File: config.mk
export PLATFORM = sky130hd
export DESIGN_NAME = temp_fan_ctrl
export DESIGN_NICKNAME = d
export VERILOG_FILES = /design/src/rtl/temp_fan_ctrl.sv
export SDC_FILE = /design/constraint.sdc
export NUM_CORES = 1
export LEC_CHECK = 0
export ABC_AREA = 1
export BUFFER_PORTS_ARGS = -buffer_cell sky130_fd_sc_hd__clkbuf_2
export CAP_MARGIN = 10
export CELL_PAD_IN_SITES_DETAIL_PLACEMENT = 2
export CELL_PAD_IN_SITES_GLOBAL_PLACEMENT = 2
export CORE_ASPECT_RATIO = 0.8
export CORE_MARGIN = 4
export CORE_UTILIZATION = 35
export CTS_BUF_LIST = sky130_fd_sc_hd__clkbuf_2
export DETAILED_ROUTE_END_ITERATION = 7
export GPL_TIMING_DRIVEN = 1
export MAX_ROUTING_LAYER = met4
export PLACE_DENSITY_LB_ADDON = 0.1
export SLEW_MARGIN = 0
export SYNTH_ARGS = -nofsm -noshare
export SYNTH_HDL_FRONTEND = slang
export SYNTH_SLANG_ARGS = --single-unit
File: constraint.sdc
create_clock -name clk -period 2.1 [get_ports clk]
set_input_delay 0.105 -clock clk [delete_from_list [all_inputs] [get_ports clk]]
set_output_delay 0.105 -clock clk [all_outputs]
set_load 0.01 [all_outputs]
File: src/rtl/temp_fan_ctrl.sv
// temp_fan_ctrl: qualifies the one-hot temperature class from the decoder,
// drives a fan PWM whose duty follows the qualified class, and blinks an
// alarm while the class is peligrosa.
module temp_fan_ctrl #(
    parameter int STABLE_CYCLES = 4,
    parameter int PWM_BITS      = 4,
    parameter int BLINK_BITS    = 4
) (
    input  logic       clk,
    input  logic       reset,
    input  logic [3:0] y_in,
    output logic [3:0] class_q,
    output logic       fan_pwm,
    output logic       alarm,
    output logic       code_err
);

    localparam int CNT_W  = (STABLE_CYCLES > 2) ? $clog2(STABLE_CYCLES) : 1;
    localparam int DUTY_W = PWM_BITS + 1;

    localparam logic [CNT_W-1:0]    CNT_LAST    = CNT_W'(STABLE_CYCLES - 1);
    localparam logic [PWM_BITS-1:0] PWM_LAST    = {PWM_BITS{1'b1}};
    localparam logic [DUTY_W-1:0]   DUTY_BAJA   = '0;
    localparam logic [DUTY_W-1:0]   DUTY_NORMAL = DUTY_W'(1 << (PWM_BITS - 1));
    localparam logic [DUTY_W-1:0]   DUTY_ALTA   = DUTY_W'(3 << (PWM_BITS - 2));
    localparam logic [DUTY_W-1:0]   DUTY_PELIG  = DUTY_W'(1 << PWM_BITS);

    localparam logic [3:0] CLS_BAJA   = 4'b1000;
    localparam logic [3:0] CLS_NORMAL = 4'b0100;
    localparam logic [3:0] CLS_ALTA   = 4'b0010;
    localparam logic [3:0] CLS_PELIG  = 4'b0001;

    logic [3:0]            candidate;
    logic [CNT_W-1:0]      stable_cnt;
    logic [PWM_BITS-1:0]   pwm_cnt;
    logic [DUTY_W-1:0]     duty_q;
    logic [DUTY_W-1:0]     duty_next;
    logic [BLINK_BITS-1:0] blink_cnt;
    logic                  y_onehot;
    logic                  cand_onehot;

    function automatic logic is_onehot(input logic [3:0] v);
        return (v != 4'b0000) && ((v & (v - 4'd1)) == 4'b0000);
    endfunction

    assign y_onehot    = is_onehot(y_in);
    assign cand_onehot = is_onehot(candidate);

    // Glitch filter: a class must be seen on STABLE_CYCLES+1 consecutive edges
    // and be one-hot before it is published on class_q.
    always_ff @(posedge clk or posedge reset) begin
        if (reset) begin
            candidate  <= CLS_NORMAL;
            stable_cnt <= '0;
            class_q    <= CLS_NORMAL;
        end else if (y_in != candidate) begin
            candidate  <= y_in;
            stable_cnt <= '0;
        end else if (stable_cnt != CNT_LAST) begin
            stable_cnt <= stable_cnt + 1'b1;
        end else if (cand_onehot) begin
            class_q    <= candidate;
        end
    end

    // Encoding check on the raw input, no filtering.
    always_ff @(posedge clk or posedge reset) begin
        if (reset) begin
            code_err <= 1'b0;
        end else begin
            code_err <= ~y_onehot;
        end
    end

    // Duty cycle that corresponds to the currently qualified class.
    always_comb begin
        duty_next = duty_q;
        case (class_q)
            CLS_BAJA:   duty_next = DUTY_BAJA;
            CLS_NORMAL: duty_next = DUTY_NORMAL;
            CLS_ALTA:   duty_next = DUTY_ALTA;
            CLS_PELIG:  duty_next = DUTY_PELIG;
            default:    duty_next = duty_q;
        endcase
    end

    // Free-running PWM counter; duty is only reloaded at the period boundary
    // so a period is never truncated or merged with the next.
    always_ff @(posedge clk or posedge reset) begin
        if (reset) begin
            pwm_cnt <= '0;
            duty_q  <= DUTY_NORMAL;
            fan_pwm <= 1'b0;
        end else begin
            pwm_cnt <= pwm_cnt + 1'b1;
            if (pwm_cnt == PWM_LAST) begin
                duty_q <= duty_next;
            end
            fan_pwm <= ({1'b0, pwm_cnt} < duty_q);
        end
    end

    // Alarm blinks with a 50% duty while peligrosa, starting in the high phase.
    always_ff @(posedge clk or posedge reset) begin
        if (reset) begin
            blink_cnt <= '0;
            alarm     <= 1'b0;
        end else if (class_q != CLS_PELIG) begin
            blink_cnt <= '0;
            alarm     <= 1'b0;
        end else begin
            blink_cnt <= blink_cnt + 1'b1;
            alarm     <= ~blink_cnt[BLINK_BITS-1];
        end
    end

endmodule

-- Word level (Yosys, flattened, before mapping)
Cells that the tools add are included.
- output and inout port bits: 7
- input port bits: 6
- logic and storage cells: 44
- register bits after elaboration: 26
- reduce and logical (&&, ||, !) cells: 10
- bitwise logic cells: 6
- equality and inequality tests: 8
- mux-type cells: 5
- $lt $le $gt $ge: 1
- add/sub/neg operators: 5
- operators by type and width (kind ; number):
    case mux 5 bit (4 select lines) ; 1
    nonzero test 4 bit ; 3
    adder 4 x 1 -> 4 bit, second input constant ; 2
    bitwise AND 4 bit ; 2
    equality test 4 bit, second input constant ; 2
    logical NOT 4 bit ; 2
    subtractor 4 x 1 -> 4 bit, second input constant ; 2
    less-than comparator 4 x 5 -> 1 bit ; 1
    equality test 4 x 1 -> 1 bit, second input constant ; 1
    equality test 4 x 2 -> 1 bit, second input constant ; 1
    equality test 4 x 3 -> 1 bit, second input constant ; 1
    2-to-1 mux 2 bit ; 2
    2-to-1 mux 4 bit ; 1
    inequality test 4 x 1 -> 1 bit, second input constant ; 1
    inequality test 4 bit ; 1
    NOT 1 bit ; 4
    AND reduction 3 bit ; 1
    adder 2 x 1 -> 2 bit, second input constant ; 1
    logical AND 1 bit ; 2
    inequality test 2 bit, second input constant ; 1
    AND reduction 2 bit ; 1
    nonzero test 2 bit ; 1
    2-to-1 mux 1 bit ; 1

-- Logic depth before layout (Yosys ltp)
Gate-level depths: netlist of run 1.
- depth in word-level cells: 5
- gate-level depth with buffers: 9
- gate-level depth less buffers: 9

-- Worst setup path before layout of run 1
No wires, ideal clock.
- path kind: flip-flop to flip-flop
- start: register candidate[2]
- end: register class_q[0]
- path buffers: 0
- setup slack: 0.914 ns
- clock period less this slack: 1.186 ns
- library setup time: 0.117 ns
- arrival time: 1.069 ns
- required time: 1.983 ns
- cell stages (with the launch flop): 7
- cell sequence: dfstp_2 > xnor2_1 > nand2_1 > nor2_8 > nand2_4 > nand2_1 > nand2_1
- word-level cells in the longest chain between the ends: 5
- elaborated cells between the ends (all ways): 8
- classes of those cells: add/sub: 1; eq/ne: 1; bitwise: 2; reduce/logical: 4
- ends and longest elaborated chain (item ; RTL line ; source):
    start: declaration ; 33 ; logic [3:0] candidate;
    start signal: assignment ; 57 ; candidate <= y_in;
    subtractor 4 x 1 -> 4 bit ; 43 ; return (v != 4'b0000) && ((v & (v - 4'd1)) == 4'b0000);
    bitwise AND 4 bit ; 43 ;
    logical NOT 4 bit ; 43 ;
    logical AND 1 bit ; 43 ;
    AND reduction 3 bit (no source line) * ; - ;
    end signal: assignment ; 62 ; class_q <= candidate;
    end: declaration ; 12 ; output logic [3:0] class_q,
Mark *: on every way between the ends. The rest lies on a longest branch, timed or not.
A chain may end at the register's enable or synchronous reset.

-- Worst setup path in the final report of run 1
- start: register class_q[2]
- end: register duty_q[2]
- word-level cells in the longest chain between the ends: 3
- elaborated cells between the ends (all ways): 7
- classes of those cells: eq/ne: 4; mux: 1; reduce/logical: 2
- ends and longest elaborated chain (item ; RTL line ; source):
    equality test 4 x 1 -> 1 bit (tied with other cells) ; 78 ; case (class_q)
    nonzero test 4 bit (no source line) ; - ;
    AND reduction 2 bit (no source line) ; - ;
    end signal: assignment ; 97 ; duty_q <= duty_next;
    end: declaration ; 36 ; logic [DUTY_W-1:0] duty_q;
Several ways; a longest one is shown, not always the timed one. The select of a mux whose other input is x is not followed.

==> results by stage, run 1 <==
STA:
- The part of the cycle the worst path needs is 0.6580.
- The upper clock frequency limit is 0.7237 GHz.
- The setup clock skew after layout is 0.01086 ns.
- The transition time at the pin with the least slew margin is 0.3097 ns.
- The minimum clock period after layout is 1.382 ns.
- The final total negative setup slack is 0 ns.
- In this run the tightest slew margin relative to its limit is 0.7935.
- Setup slack closes at 0.7182 ns.
- The number of max-slew violations in the final report is 0.
- The count of endpoints failing hold in the final timing report is 0.
- Setup violations remaining at the end of the flow were counted as 0.
- Setup repair after global routing left no endpoint under its margin.

Clock tree:
- The clock passes through at most 2 buffers.
- Counting the buffers created by CTS gives 3.
- The clock sink total is 24.
- In this run the clock root is driven by a sky130_fd_sc_hd__clkbuf_2.
- Clock latency on the worst-skew pair, taken at its later pin, is 0.35 ns.
- Clock-pin slew was measured on the worst setup and hold paths at 0.23 ns.
- In this run the number of H-tree levels came out at 1.
- The TritonCTS clock tree is yes.
- The post-CTS resize count is 0.

Setup path:
- The worst register-to-register path ends at duty_q[2].
- The slowest cell on the critical path is sky130_fd_sc_hd__dfstp_2.
- At the worst endpoint, the required time is 2.41 ns.
- The most critical setup path has its startpoint at class_q[2].
- Counting stages on the worst path, the most repeated cell is sky130_fd_sc_hd__nand2_1.
- The worst reg-to-reg path cell count is 8.
- The setup slack of the most critical reg-to-reg path is 0.72 ns.
- The maximum fanout count along the critical path is 4.
- The worst setup path is captured at a flip-flop.
- Walking the worst path, the cells encountered are inv_1 > nand2_1 > nor2_1 > nor2_1 > nand2_1 > nand2_1 > nand2_1 > nand2_1.
- For this run, the slowest stage of the critical path takes 0.61 ns.
- STA classifies the critical path startpoint as a flip-flop.
- The arrival time of the worst setup path is 1.70 ns.
- The reg-to-reg startpoint is class_q[2].
- The worst setup path is of the reg2reg kind.

GRT:
- Entering global routing, the biggest net connects 25 pins.
- The overall routing resource usage is 0.1460.
- The initial antenna violation count is 0.
- The met2 track demand over resource is 0.2545.
- For this run, global-route usage on met3 was measured as 0.04034.
- The number of global-route vias before repair is 1044.
- The global-route wire length before repair is 4781 um.
- The overall overflow remaining after global route is 0.
- The met1 usage is 0.1754.
- After global routing, the most crowded layer is met2.

Synth:
- The number of warning messages in the yosys log is 0.
- The net count of the mapped netlist is 142.
- The post-synthesis cell type count is 21.
- The post-synthesis average cell area is 8.844 um2.
- The mapped netlist covers 1167 um2.
- After technology mapping, the gate count stands at 132.
- For this run, the register share of the synthesized area comes to 0.5177.
- The count of state elements after synthesis is 24.

Power:
- The maximum ir drop on the vdd rail is 334.8 uV.
- The internal power of the cells totals 0.0006599 W.
- Summed over all nets, the switching power comes to 0.0001868 W.
- The total power density per cell area is 620.3 nW/um2.
- The combinational group share of total power is 0.076.
- Of the total power, the clock network draws 0.361.
- The total power of the final layout is 0.0008467 W.
- The part of the total power dissipated in sequential elements is 0.563.
- The leakage power is 0.7670 nW.
- Of the total power, the share spent switching nets is 0.2206.

Drt:
- The count of nets left with antenna violations once routing finished came out at 0.
- The number of vias per cell after detailed routing is 4.568.
- The overall routed net length is 2536 um.
- The number of remaining DRC errors is 0.
- The total via count after detailed routing is 868.
- The DRC violation total after the first TritonRoute iteration is 10.
- The per-cell routed wire length is 13.35 um.
- The detailed-routing iteration count for the pre-antenna-repair pass is 2.

Final layout:
- The top cell types in the final layout, fill and taps aside, are sky130_fd_sc_hd__nand2_1, sky130_fd_sc_hd__dfrtp_1, sky130_fd_sc_hd__inv_1.
- The net count of the finished layout is 161.
- The sequential standard cell area is 604.3 um2.
- The multi-input gate area in the final layout is 473.0 um2.
- The library cell used most frequently in the layout, excluding fill and tap cells, is sky130_fd_sc_hd__nand2_1.
- The finished layout holds 190 standard cells, fillers aside.
- The area growth from synthesis to final layout is 16.93%.
- The utilization after layout is 0.4329.
- The count of inserted antenna diode cells is 0.
- After filler insertion, the fill cell instance count of the layout stands at 367.
- Of the cells placed in the final design, the portion with a size suffix greater than 1 is 0.1867.

Die:
- The overall die area is 4329 um2.
- After floorplanning, the core was divided into 18 placement rows.
- The overall die width is 72.57 um.
- The area of the core region is 3153 um2.
- The initial utilization of the core area, before any placement, comes to 0.3702.
- In this run the count of I/O pins placed on the die edge is 13.
- The overall die height is 59.66 um.

Placement:
- The detailed placement HPWL is 2020 um.
- In this run the tool buffered the top-level ports with 12 buffer cells.
- The worst setup slack after placement is 0.7599 ns.
- The routability-driven placement congestion ratio is 0.7878.
- The number of placed instances with taps included is 181.

Status:
- The flow ran to the end, and the final reports show no timing, DRC or antenna violations.

Job:
- Across the run, the number of max-cap violations was 0.

Worst hold path:
- The min-delay analysis places its worst path in the category in2async.
[layer usage]
layer  up-vias  routed length, um
li1        427                  -
met1       427               1136
met2        12               1304
met3         2                 93
met4         0                  2
met5         -                  0
[cell families (layout without fill, tap and decap cells)]
family	count (synthesis)	count (layout)	synth area share
AO/OA/AOI/OAI	4	4	0.02251
flip-flops	24	24	0.5177
buffers and inverters	24	42	0.07716
XOR/XNOR	8	8	0.06002
AND/OR/NAND/NOR	67	67	0.2712
adder cells (fa/ha/maj)	4	4	0.04287
multiplexers	1	1	0.008575
[critical path: cells and delay by family (launching register included)]
family        cells  cell delay [ns]
simple gates      7             0.68
flops             1             0.61
buf+inv           1             0.07
[worst max-delay path by stage]
| stage | endpoint | slack, ns |
|---|---|---|
| after global placement | class_q[0] | 0.81 |
| after detailed placement | duty_q[2] | 0.76 |
| final | duty_q[2] | 0.72 |
| after floorplan | class_q[0] | 0.91 |
| after CTS | duty_q[2] | 0.71 |
| after global routing | duty_q[2] | 0.58 |
[cell usage after synthesis, drive strengths merged]
master,n,share of area
ha,4,0.043
nand2,41,0.15
clkbuf,4,0.013
nand3b,1,0.0064
mux2i,1,0.0086
o22ai,1,0.0054
dfstp,3,0.068
xor2,4,0.030
o21bai,1,0.0064
inv,20,0.064
xnor2,4,0.030
a21boi,1,0.0064
o21ai,1,0.0043
nor2,18,0.088
nand3,7,0.030
dfrtp,21,0.45
[layout make-up]
cell class	instances	share of cell area
Sequential cell	24	0.4427
Clock buffer	3	0.01100
Multi-Input combinational cell	84	0.3465
Timing Repair Buffer	18	0.08616
Clock inverter	1	0.02200
Tap cell	40	0.03666
Inverter	20	0.05500
[registers in the layout, summed over array words and instances, names as in the netlist]
signal,flops
blink_cnt,4
candidate,4
class_q,4
pwm_cnt,4
duty_q,3
stable_cnt,2
alarm,1
code_err,1
fan_pwm,1
[power groups by stage]
stage	logic (W)	clock network (W)	registers (W)
4_1_cts	0.0000663	0.000324	0.000478
3_5_place_dp	0.0000589	0	0.000485
3_3_place_gp	0.0000561	0	0.000485
6_report	0.0000641	0.000306	0.000477
5_1_grt	0.0000745	0.000341	0.000479
2_1_floorplan	0.0000406	0	0.000484
[metrics by stage]
stage / hold slack, ns / area (um2)
detailed placement: 0.1731 / 1270
finish: 0.2945 / 1365
global placement: 0.1477 / 1270
global route: 0.2898 / 1365
floorplan: 0.1174 / 1167
CTS: 0.2869 / 1365
[what timing repair did]
action,4_1_cts,5_1_grt
setup buffers,0,0
hold buffers,5,0
endpoints found under the hold margin,27,0
No activity file was read; power rests on OpenSTA's default activity.
==> inputs of run 2 (changes only) <==
==> constraint.sdc (replaced) <==
create_clock -name clk -period 1.3 [get_ports clk]
set_input_delay 0.065 -clock clk [delete_from_list [all_inputs] [get_ports clk]]
set_output_delay 0.065 -clock clk [all_outputs]
set_load 0.01 [all_outputs]
==> run 2 against run 1 <==
Net effect: the flow now finishes with violations (setup timing); worst setup slack lost 0.73 ns; maximum frequency up 5.7%; non-clock buffer count is 7 higher; via count is 5.1% higher; routed wire length up 13%; power grew 65%; combinational power grew 72%; global-route usage grew 0.11 points; critical endpoint is now duty_q[4]; largest power group unchanged; highest routed layer unchanged.
==> results by stage, run 2 (synthesis gave the netlist of run 1 again) <==
STA:
- The minimum clock period after layout is 1.307 ns.
- Dividing the final minimum period by the clock period gives 1.006.
- The count of endpoints failing hold in the final timing report is 0.
- The worst pin sits at a relative slew slack of 0.7888.
- For the final database, setup skew stands at 0.01076 ns.
- For this run, the top clock speed supported by timing is 0.7650 GHz.
- The total setup violations reported at the end of the flow is 1.
- In the post-route analysis, the smallest setup slack over all paths is -0.007153 ns.
- The transition time at the pin with the least slew margin is 0.3168 ns.
- The number of max-slew violations in the final report is 0.
- Setup repair after global routing could not meet its margin everywhere.

Placement:
- The number of placed instances with taps included is 183.
- In this run the cell area measured after placement is 1285 um2.
- The count of buffers added on input and output ports is 12.
- Once detailed placement completed, the half-perimeter wirelength came to 1975 um.
- Routability-driven placement finished with a final weighted congestion of 0.8340.

Setup path:
- The worst setup path is of the reg2reg kind.
- The critical path goes through inv_2 > nand2_4 > nor2_4 > nor2_2 > nand2_2 > nand2_4 > nand2_2 > nand2_1.
- The worst stage delay on the critical path is 0.63 ns.
- STA puts the critical path data required time at 1.64 ns.
- Across all register-to-register paths, the minimum setup slack is -0.007 ns.
- The maximum fanout count along the critical path is 4.
- The startpoint identified for the worst register-to-register timing path is class_q[2].
- The capture instance of the worst register-to-register path is duty_q[4].
- The worst setup path is captured at a flip-flop.
- Counting cells, the worst reg-to-reg path comes to 8.
- The critical path ends at duty_q[4].
- Among all stages on the critical path, the largest delay is contributed by sky130_fd_sc_hd__dfstp_2.
- The startpoint type of the worst setup path is a flip-flop.
- Data on the critical path arrives at its endpoint at 1.64 ns.
- The launch point of the critical path is class_q[2].

Drt:
- Across all layers, the routed design uses 912 vias.
- The number of remaining DRC errors is 0.
- After detailed routing, the total wire length is 2857 um.
- The number of vias per cell after detailed routing is 4.629.
- The count of nets left with antenna violations once routing finished came out at 0.
- The DRC violation total after the first TritonRoute iteration is 23.
- The first TritonRoute pass finished after 2 iterations.
- The per-cell routed wire length is 14.50 um.

GRT:
- Entering global routing, the biggest net connects 25 pins.
- For this run the aggregate overflow at the end of global routing stands at 0.
- The number of global-route vias before repair came to 1012.
- The initial antenna violation count was 0.
- For this run, the total global-route usage over all layers was measured as 0.1471.
- The global-route wire length before repair is 4816 um.

Clock tree:
- CTS built an H-tree with a depth of 1.
- The CTS buffer count is 3.
- TritonCTS built the clock tree.
- The largest buffer count on any clock path is 2.
- The clock insertion delay at the later pin of the skew report is 0.36 ns.
- Clock-pin slew was measured on the worst setup and hold paths at 0.26 ns.
- The tree is rooted in a sky130_fd_sc_hd__clkbuf_2.
- CTS saw 24 sinks.

Die:
- The initial cell density of the core is 0.3702.
- The core region is 3153 um2.
- The floorplan step defined a die boundary enclosing 4329 um2.
- The number of ports placed on the die boundary is 13.
- The overall die width is 72.57 um.
- The overall die height is 59.66 um.
- The floorplan has 18 rows.

Final layout:
- The share of layout cells above drive strength 1 is 0.3503.
- The net count of the finished layout is 168.
- The area growth from synthesis to final layout is 26.80%.
- The library cell used most frequently in the layout, excluding fill and tap cells, is sky130_fd_sc_hd__nand2_1.
- The area of all placed cells without fillers is 1480 um2.
- Excluding fillers, the count of instances in the completed layout stands at 197.
- The utilization after layout is 0.4694.
- 0 antenna diodes ended up in the layout.
- The library cells used most frequently in the layout, excluding fill and tap cells, are sky130_fd_sc_hd__nand2_1, sky130_fd_sc_hd__dfrtp_1, sky130_fd_sc_hd__inv_1, sky130_fd_sc_hd__clkbuf_2, sky130_fd_sc_hd__nand2_2.

Worst hold path:
- The type of the tightest min-delay check is in2async.

Power:
- VDD sags by at most 430.7 uV.
- The leakage power is 0.8272 nW.
- Power spread over the standard cell area amounts to 945.6 nW/um2.
- The total power of the final layout is 0.001400 W.

Job:
- Across the run, the number of max-cap violations was 0.

Status:
- The checks that failed: setup timing.
- The run finished, with violations left.
[run 2: power breakdown]
| group | internal [W] | switching [W] | total [W] |
|---|---|---|---|
| Combinational | 0.0000439 | 0.0000664 | 0.000110 |
| Sequential | 0.000761 | 0.00000990 | 0.000771 |
| Clock | 0.000264 | 0.000254 | 0.000519 |
[run 2: worst min path at each step]
stage | to | slack (ns) | cells past startpoint
after floorplan | alarm | 0.08 | 1
after global placement | fan_pwm | 0.10 | 3
after detailed placement | duty_q[4] | 0.13 | 3
after CTS | pwm_cnt[3] | 0.24 | 4
after global routing | pwm_cnt[3] | 0.24 | 4
final | duty_q[4] | 0.23 | 4
[run 2: what timing repair did]
item,in CTS,in global routing
hold endpoints to repair,28,0
endpoints found under the setup margin,6,8
hold buffers,5,0
resized for setup,3,22
gates cloned,0,0
buffers inserted,1,4
pin swaps,2,10
[run 2: worst max-delay path: cells and delay by family, from the launching register on]
family	cells	cell delay (ns)
flops	1	0.63
simple gates	7	0.58
buf+inv	1	0.07
[run 2: layer usage]
layer / GRT usage / share of wire
met1: 0.1731 / 0.44
met2: 0.2545 / 0.52
met3: 0.04874 / 0.036
met4: 0.01579 / 0.0046
met5: - / 0
[run 2: through the flow]
stage	setup WS [ns]	setup TNS, ns	hold WS [ns]
floorplan	0.1142	0	0.07740
global placement	0.01439	0	0.1047
detailed placement	0.004612	0	0.1287
CTS	-0.001238	-0.001238	0.2391
global route	-0.07672	-0.4841	0.2412
finish	-0.007153	-0.007153	0.2328
[run 2: final cells by class]
| cell class | instances | area, um2 |
|---|---|---|
| inverter | 20 | 75.07 |
| clock buffer | 3 | 15.01 |
| multi-input combinational | 84 | 535.5 |
| timing repair buffer | 25 | 170.2 |
| tap | 40 | 50.05 |
| sequential | 24 | 604.3 |
| fill | 355 | 1673 |
| clock inverter | 1 | 30.03 |
==> inputs of run 3 (changes only) <==
--- a/config.mk
+++ b/config.mk
@@ -18,6 +18,7 @@
 export GPL_TIMING_DRIVEN = 1
 export MAX_ROUTING_LAYER = met4
 export PLACE_DENSITY_LB_ADDON = 0.1
+export SETUP_SLACK_MARGIN = 0.05
 export SLEW_MARGIN = 0
 export SYNTH_ARGS = -nofsm -noshare
 export SYNTH_HDL_FRONTEND = slang
==> run 3 against run 2 <==
Net effect: the run still ends with setup timing left; clock power decreased by 1%; maximum frequency decreased by 1.2%; core utilization increased by 0.87 points; first-iteration DRC count increased by 30%; design area increased by 1.9%; die area unchanged; combinational power about the same.
==> results by stage, run 3 (synthesis gave the netlist of run 1 again) <==
STA:
- The upper clock frequency limit is 0.7556 GHz.
- The final worst-path setup slack is -0.02344 ns.
- The minimum clock period after layout is 1.323 ns.
- The worst pin sits at a relative slew slack of 0.7831.
- The part of the cycle the worst path needs is 1.018.
- The setup clock skew after layout is 0.002958 ns.
- Setup repair after global routing could not meet its margin everywhere.
- Adding up every negative setup slack in the final design gives -0.03383 ns.
- The count of endpoints failing hold in the final timing report is 0.
- The transition time at the pin with the least slew margin is 0.3254 ns.
- The number of max-slew violations in the final report is 0.
- The total setup violations reported at the end of the flow is 2.

Status:
- The final reports fail on setup timing.
- The flow ran to the end, but the final reports show violations.

Setup path:
- The maximum fanout count along the critical path is 5.
- The kind of cell with the highest combined delay on the critical path is flip-flops.
- On the critical path, the stage with the largest delay is an instance of sky130_fd_sc_hd__dfstp_2.
- The reg-to-reg startpoint is candidate[2].
- The cell that appears most often on the critical path is sky130_fd_sc_hd__nand2_1.
- The endpoint required time on the critical path is 1.58 ns.
- The launch point of the critical path is candidate[2].
- The setup slack of the most critical reg-to-reg path is -0.02 ns.
- The worst path buffer plus inverter count is 2.
- The startpoint type of the worst setup path is a flip-flop.
- Walking the worst path, the cells encountered are inv_2 > nand2_2 > nand2_1 > nand2_1 > inv_2 > nor2_8 > nand2_4 > nand2_1 > nand2_1.
- The worst setup path is captured at a flip-flop.
- By startpoint and endpoint, the worst setup path is classified as reg2reg.
- In this design, the stage delay of the slowest critical-path cell is 0.62 ns.
- The number of cells on the worst reg-to-reg path is 9.
- In this run the critical register-to-register path is captured at class_q[0].
- The critical path depth is 9.
- The arrival time of the worst setup path is 1.61 ns.
- Following the worst setup path forward leads to its endpoint at class_q[0].

Placement:
- The number of placed instances, taps included, is 183.
- The HPWL after detailed placement is 1975 um.
- The routability-driven placement congestion ratio is 0.8340.
- The count of buffers from port buffering is 12.

GRT:
- The initial antenna violation count was 0.
- The first global-routing pass estimated 4892 um of wire.
- For met1 alone, demand over resource in global routing was 0.1763.
- The number of global-route vias before repair is 1021.
- The global routing stage identified its most utilized layer as met2.
- Summed over all layers, the global routing overflow is 0.
- The maximum number of pins on one net before global-route repair is 25.
- The overall routing resource usage is 0.1497.
- For met2 alone, demand over resource in global routing was 0.2596.
- The global routing usage on met3 is 0.04874.

Clock tree:
- For this design, the sink count on the clock tree is 24.
- No sink is reached through more buffers than the 2 on the longest clock path.
- The cell at the root of the clock tree is sky130_fd_sc_hd__clkbuf_2.
- The clock transition time at the flip-flop clock pins of the worst setup and hold paths is 0.25 ns.
- TritonCTS built the clock tree.
- The CTS buffer count is 3.
- CTS built an H-tree with a depth of 1.
- The clock insertion delay at the later pin of the skew report is 0.35 ns.

Job:
- The number of max-cap violations is 0.

Drt:
- In this run the remaining antenna-violating nets after routing total 0.
- After detailed routing, the average wire length per cell comes to 15.08 um.
- The detailed-routing iteration count for the pre-antenna-repair pass is 2.
- Dividing the detail-routed via count by the number of cells gives 4.601.
- For this run, design rule violations remaining after detail routing come to 0.
- The detailed router finished its first iteration with 30 violations.
- The overall routed net length is 2985 um.
- The total via count after detailed routing is 911.

Power:
- VDD sags by at most 398.9 uV.
- Power spread over the standard cell area amounts to 926.1 nW/um2.
- In this run the static leakage power is 0.8356 nW.
- Summing internal, switching and leakage power gives 0.001396 W.

Final layout:
- The post-route non-filler standard cell count is 198.
- The most frequent standard cell in the layout excluding fill and tap cells is sky130_fd_sc_hd__nand2_1.
- The top cell types in the final layout, fill and taps aside, are sky130_fd_sc_hd__nand2_1, sky130_fd_sc_hd__dfrtp_1, sky130_fd_sc_hd__inv_1, sky130_fd_sc_hd__clkbuf_2.
- The net total in the final layout is 169.
- The count of inserted antenna diode cells is 0.
- Relative to the synthesized area, the layout overhead comes to 29.15%.
- In the final layout, the share of cells above drive strength 1 is 0.3671.

Die:
- The overall die area is 4329 um2.
- Measured along the x axis, the die boundary spans 72.57 um.
- The count of standard-cell rows is 18.
- The total area inside the core boundary comes to 3153 um2.
- The initial cell density of the core is 0.3702.
- The number of ports placed on the die boundary is 13.
- The overall die height is 59.66 um.

Worst hold path:
- The type of the tightest min-delay check is in2async.
[run 3: cell types whose count changed in the layout (fill, tap and decap cells not counted), sizes merged]
cell,delta
buf,+2
clkbuf,-1
[run 3: how the worst min path moves through the flow]
stage	end	slack [ns]
2_1_floorplan	alarm	0.08
3_3_place_gp	fan_pwm	0.10
3_5_place_dp	duty_q[4]	0.13
4_1_cts	pwm_cnt[3]	0.24
5_1_grt	pwm_cnt[3]	0.25
6_report	stable_cnt[0]	0.26
[run 3: where the power goes]
group	leakage (nW)	total, W	switching, W	internal [W]
logic	0.499	0.000111	0.0000674	0.0000440
clock network	0.0266	0.000514	0.000249	0.000265
registers	0.310	0.000771	0.0000101	0.000761
[run 3: worst reg2reg max path: stages, from the launching register on]
cell and delay (ns):
sky130_fd_sc_hd__dfstp_2 0.62, sky130_fd_sc_hd__inv_2 0.04, sky130_fd_sc_hd__nand2_2 0.05, sky130_fd_sc_hd__nand2_1 0.06, sky130_fd_sc_hd__nand2_1 0.07, sky130_fd_sc_hd__inv_2 0.06, sky130_fd_sc_hd__nor2_8 0.15, sky130_fd_sc_hd__nand2_4 0.08
sky130_fd_sc_hd__nand2_1 0.08, sky130_fd_sc_hd__nand2_1 0.06
[run 3: area by class of cell]
| class | instances | area (um2) |
|---|---|---|
| clock buffers | 3 | 15.01 |
| clock inverters | 1 | 30.03 |
| fillers | 346 | 1645 |
| inverters | 20 | 75.07 |
| multi-input cells | 84 | 549.3 |
| flip-flops and latches | 24 | 604.3 |
| well taps | 40 | 50.05 |
| repair buffers | 26 | 183.9 |
[run 3: metrics by stage]
stage / hold slack (ns) / util / cell area [um2] / setup slack, ns
floorplan: 0.07740 / - / 1167 / 0.1142
global placement: 0.1047 / 0.4075 / 1285 / 0.01439
detailed placement: 0.1287 / 0.4075 / 1285 / 0.004612
CTS: 0.2391 / 0.4456 / 1405 / -0.0006547
global route: 0.2465 / 0.4782 / 1508 / -0.1160
finish: 0.2635 / 0.4782 / 1508 / -0.02344
[run 3: timing repair]
item,in CTS,in global routing
pin swaps,3,10
buffers inserted,2,4
hold buffers,5,0
endpoints found under the setup margin,9,11
resized for setup,6,23
hold endpoints to repair,28,0
[run 3: per-layer routing]
layer | part of all wire | up-vias
li1 | - | 442
met1 | 0.44 | 456
met2 | 0.52 | 11
met3 | 0.030 | 2
met4 | 0.0064 | 0
met5 | 0 | -
